$ cat src/rtl/par2ser_pkg.sv
// Shared types for the parallel-to-serial stream converter.
package par2ser_pkg;

    typedef enum logic {
        IDLE,
        SHIFT
    } par2ser_state_e;

endpackage

$ cat src/rtl/par2ser_stream.sv
// Parallel-to-serial converter with valid/ready on both sides, gapless
// back-to-back words, and a last-bit marker on the serial side.
module par2ser_stream
    import par2ser_pkg::*;
#(
    parameter int WIDTH     = 8,
    parameter bit LSB_FIRST = 1'b1
) (
    input  logic             clk,
    input  logic             reset,
    input  logic             par_valid_i,
    output logic             par_ready_o,
    input  logic [WIDTH-1:0] par_data_i,
    output logic             ser_valid_o,
    output logic             ser_data_o,
    output logic             ser_last_o,
    input  logic             ser_ready_i,
    output logic             empty_o
);

    localparam int CNT_W = $clog2(WIDTH);
    localparam logic [CNT_W-1:0] CNT_LAST = CNT_W'(WIDTH - 1);

    par2ser_state_e   state_q, state_d;
    logic [WIDTH-1:0] sr_q, sr_d;
    logic [CNT_W-1:0] cnt_q, cnt_d;

    logic at_last;
    logic accept;
    logic consume;

    always_ff @(posedge clk) begin
        if (reset) begin
            state_q <= IDLE;
            sr_q    <= '0;
            cnt_q   <= '0;
        end else begin
            state_q <= state_d;
            sr_q    <= sr_d;
            cnt_q   <= cnt_d;
        end
    end

    // The output bit is taken from the shift register in every state, so it
    // reads 0 whenever the register has been cleared (IDLE).
    assign ser_data_o = LSB_FIRST ? sr_q[0] : sr_q[WIDTH-1];

    always_comb begin
        state_d     = state_q;
        sr_d        = sr_q;
        cnt_d       = cnt_q;
        at_last     = (cnt_q == CNT_LAST);
        ser_valid_o = (state_q == SHIFT);
        empty_o     = (state_q == IDLE);
        ser_last_o  = (state_q == SHIFT) && at_last;
        par_ready_o = !reset && ((state_q == IDLE) || (ser_ready_i && at_last));
        accept      = par_valid_i && par_ready_o;
        consume     = ser_valid_o && ser_ready_i;

        case (state_q)
            IDLE: begin
                if (accept) begin
                    sr_d    = par_data_i;
                    cnt_d   = '0;
                    state_d = SHIFT;
                end
            end
            SHIFT: begin
                if (consume) begin
                    if (!at_last) begin
                        sr_d  = LSB_FIRST ? (sr_q >> 1) : (sr_q << 1);
                        cnt_d = cnt_q + 1'b1;
                    end else if (accept) begin
                        sr_d  = par_data_i;
                        cnt_d = '0;
                    end else begin
                        sr_d    = '0;
                        cnt_d   = '0;
                        state_d = IDLE;
                    end
                end
            end
            default: begin
                state_d = IDLE;
                sr_d    = '0;
                cnt_d   = '0;
            end
        endcase
    end

endmodule

$ cat config.mk
export PLATFORM = sky130hd
export DESIGN_NAME = par2ser_stream
export DESIGN_NICKNAME = d
export VERILOG_FILES = /design/src/rtl/par2ser_pkg.sv /design/src/rtl/par2ser_stream.sv
export SDC_FILE = /design/constraint.sdc
export NUM_CORES = 1
export LEC_CHECK = 0
export CORE_MARGIN = 3
export CORE_UTILIZATION = 40
export CTS_CLUSTER_SIZE = 40
export DETAILED_ROUTE_END_ITERATION = 10
export HOLD_SLACK_MARGIN = 0.06
export PLACE_DENSITY_LB_ADDON = 0.3
export SYNTH_ARGS = -nofsm -noshare
export SYNTH_HDL_FRONTEND = slang
export SYNTH_SLANG_ARGS = --single-unit
export TNS_END_PERCENT = 50
$ cat constraint.sdc
create_clock -name clk -period 1.6 [get_ports clk]
set_input_delay 0.16 -clock clk [delete_from_list [all_inputs] [get_ports clk]]
set_output_delay 0.16 -clock clk [all_outputs]
set_load 0.02 [all_outputs]
==> impl_metrics.yaml, run 1 <==
synth:
  synth-seq-cells: 12
  synth_commonest_cells: "o21ai_0 (14), nor2_1 (13), dfxtp_1 (12)"
  netlist_area_um2: 621
  synth_top_area_cell: "dfxtp_1"
  synth_top_area_share_pct: 38.7
  synth-compound-area-share_pct: 26.8
  synthAdderAreaFrac_pct: 4.03
  synth_top_family_by_area: "compound AO/OA/AOI/OAI gates"
  ys_seq_area_share_pct: 38.7
  synth-edff-count: 0
  post_synth_xor_area_fraction_pct: 0
  netlist_instances: 73
  synthArstFlopShare_pct: 0
  synth.area.mux_share_pct: 3.43
  ys_warn_count: 0
  syn_avg_cell_area_um2: 8.50
  synthTopCellsByArea: "dfxtp_1 (39%), o21ai_0 (11%), nor2_1 (7.9%)"
  synth_ff_type: "dfxtp_1"
  ys_types: 23
  synth_nets: 87
  yosys.area_share.simple_pct: 23.4
  synth_most_common_cell: "o21ai_0"
clocking:
  cts_buffers: 3
  cts_tree: "built"
  clk_pin_slew_ns: 0.07
  clk_latency_ns: 0.27
  ctsHtreeMaxLevel: 1
  hold_buffers: 0
  cts_root_buf: "clkbuf_4"
  clockBufferDepth: 2
  cts_sinks: 12
grt:
  grt_max_degree: 11
  antenna_found_initial: 0
  grt_first_pass_wirelength_mm: 2.70
  grt_pass1_vias: 620
  grt_overflow: 0
  grtUsageTotal_pct: 17.9
floorplan:
  start_util_pct: 44.9
  dieWidth_um: 45.4
  core_area_um2: 1380
  die_h_um: 45.4
  fp-row-count: 13
  num_io_pins: 17
  dieArea_um2: 2060
power:
  p_int_mw: 0.499
  p_per_area_nw_per_um2: 754
  vdd_ir_drop_max_mv: 0.769
  p_comb_share_pct: 24.1
  switchingPower_mw: 0.183
  p_leak_nw: 0.385
  seq_power_share_pct: 48.9
  power_frac_clock_pct: 27.0
  switching_share_pct: 26.8
worst_setup_path:
  cp_max_fo: 6
  required_ns: 1.44
  worstSetupPathType: "flip-flop to output port"
  start_kind: "flip-flop"
  crit_arrival_ns: 1.38
  cp-end-kind: "output port"
sta:
  max-slew-margin-rel_pct: 74.9
  period_minus_slack_ns: 1.54
  max_freq_mhz: 647
  fin_skew_ns: 0.00644
  worst_slew_pin_slew_ns: 0.366
  slew_viol_final: 0
  finalSetupViolations: 0
  timing.final.crit_share_pct: 96.5
  hold_viol: 0
  worst_slack_ns: 0.0552
place:
  dpl.hpwl_mm: 1.17
  place_congestion: 0.807
  port_buffers: 16
  dp_slack_ns: -0.108
drt:
  drtIter0Drc: 7
  num_vias: 625
  firstDrtPassIters: 3
  drtAntennaViolNets: 0
  routed_via_density: 5.34
  drc: 0
  wl_per_cell_um: 13.4
  totalWireLength_mm: 1.57
hold_path:
  hp-class: "input port to flip-flop"
run:
  maxCapViolCount: 0
cells_and_area:
  nFillCells: 118
  regArea_um2: 243
  diodes: 0
  fin_nets: 118
  fin_util_pct: 65.3
  layout-area-overhead-vs-synth_pct: 45.6
  multiInputGateArea_um2: 364
  drive_gt1_share_pct: 26.5
status:
  status: "completed"
cell usage in the layout, fill, tap and decap left out:
cell / instances
or3_1: 1
mux2_2: 1
inv_1: 1
dfxtp_2: 2
or3b_4: 1
a211oi_1: 6
nor2_1: 13
buf_2: 2
nor2b_1: 6
a21oi_1: 1
dfxtp_1: 10
and2_1: 1
a32oi_1: 2
buf_6: 1
clkdlybuf4s50_1: 14
a2bb2oi_1: 1
clkbuf_4: 3
nand2_2: 1
a21boi_2: 1
ha_1: 1
and2b_1: 1
o21ai_0: 13
ha_2: 1
nand2_1: 2
a211oi_2: 1
o21ai_1: 1
mux2i_1: 1
and4b_4: 1
buf_4: 12
flip-flops by register name, indices dropped and copies added (netlist names):
signal	flops
ser_valid_o	1
cnt_q	3
sr_q	8
stage by stage:
step	hold WS (ns)	cells	cell area, um2	setup TNS (ns)	power (mW)
global placement	0.472	112	863	-0.130	0.500
finish	0.450	117	903	0	0.682
global route	0.454	117	903	-0.000384	0.725
detailed placement	0.467	112	863	-0.200	0.503
CTS	0.450	115	882	0	0.691
floorplan	0.233	73	621	0	0.422
path summary, 6_finish.rpt:
path,depth (start not counted),endpoint,slack (ns),start
max,5,ser_last_o,0.06,cnt_q[0]$_SDFFE_PP0P_
max reg2reg,6,sr_q[0]$_SDFFE_PP0P_,0.11,cnt_q[0]$_SDFFE_PP0P_
min,3,sr_q[5]$_SDFFE_PP0P_,0.45,par_data_i[5]
min reg2reg,2,cnt_q[1]$_SDFFE_PP0P_,0.48,cnt_q[1]$_SDFFE_PP0P_
layer usage:
| metal | vias up | track usage, % | wire [um] |
|---|---|---|---|
| met5 | - | 0 | 0 |
| met1 | 287 | 22.9 | 727 |
| met2 | 13 | 28.1 | 739 |
| li1 | 323 | - | - |
| met4 | 0 | 3.51 | 13 |
| met3 | 2 | 7.11 | 85 |
final cells by class:
class	instances	area share, %
Sequential cell	12	26.9
Tap cell	15	2.08
Inverter	1	0.416
Timing Repair Buffer	29	27.8
Multi-Input combinational cell	57	40.3
Clock buffer	3	2.49
worst max-delay path: stages, from the launching register on:
cell	delay (ns)
dfxtp_2	0.32
ha_1	0.20
ha_2	0.19
buf_6	0.13
and2_1	0.12
buf_2	0.15
power groups by stage:
stage          registers (mW)  clock network (mW)  logic, mW
2_1_floorplan           0.341                   0     0.0806
3_3_place_gp            0.340                   0      0.160
3_5_place_dp            0.340                   0      0.163
4_1_cts                 0.333               0.194      0.164
5_1_grt                 0.336               0.210      0.180
6_report                0.333               0.184      0.165
cells by family after synthesis:
family | after synthesis
buffers and inverters | 4
and+or+nand+nor | 27
adders and majority gates | 2
DFF | 12
AOI/OAI and AO/OA | 26
muxes | 2
what timing repair did:
action	CTS	global route
resized for setup	11	4
setup endpoints to repair	2	6
buffers inserted	0	2
pin swaps	0	2
(Power assumes the default switching activity.)
==> run 2: changes to the inputs <==
--- a/config.mk
+++ b/config.mk
@@ -7,6 +7,7 @@
 export LEC_CHECK = 0
 export CORE_MARGIN = 3
 export CORE_UTILIZATION = 40
+export CTS_BUF_LIST = sky130_fd_sc_hd__clkbuf_2 sky130_fd_sc_hd__clkbuf_4 sky130_fd_sc_hd__clkbuf_8
 export CTS_CLUSTER_SIZE = 40
 export DETAILED_ROUTE_END_ITERATION = 10
 export HOLD_SLACK_MARGIN = 0.06
==> results of run 2 <==
No change in the layout: final DEF, timing and power equal those of run 1.
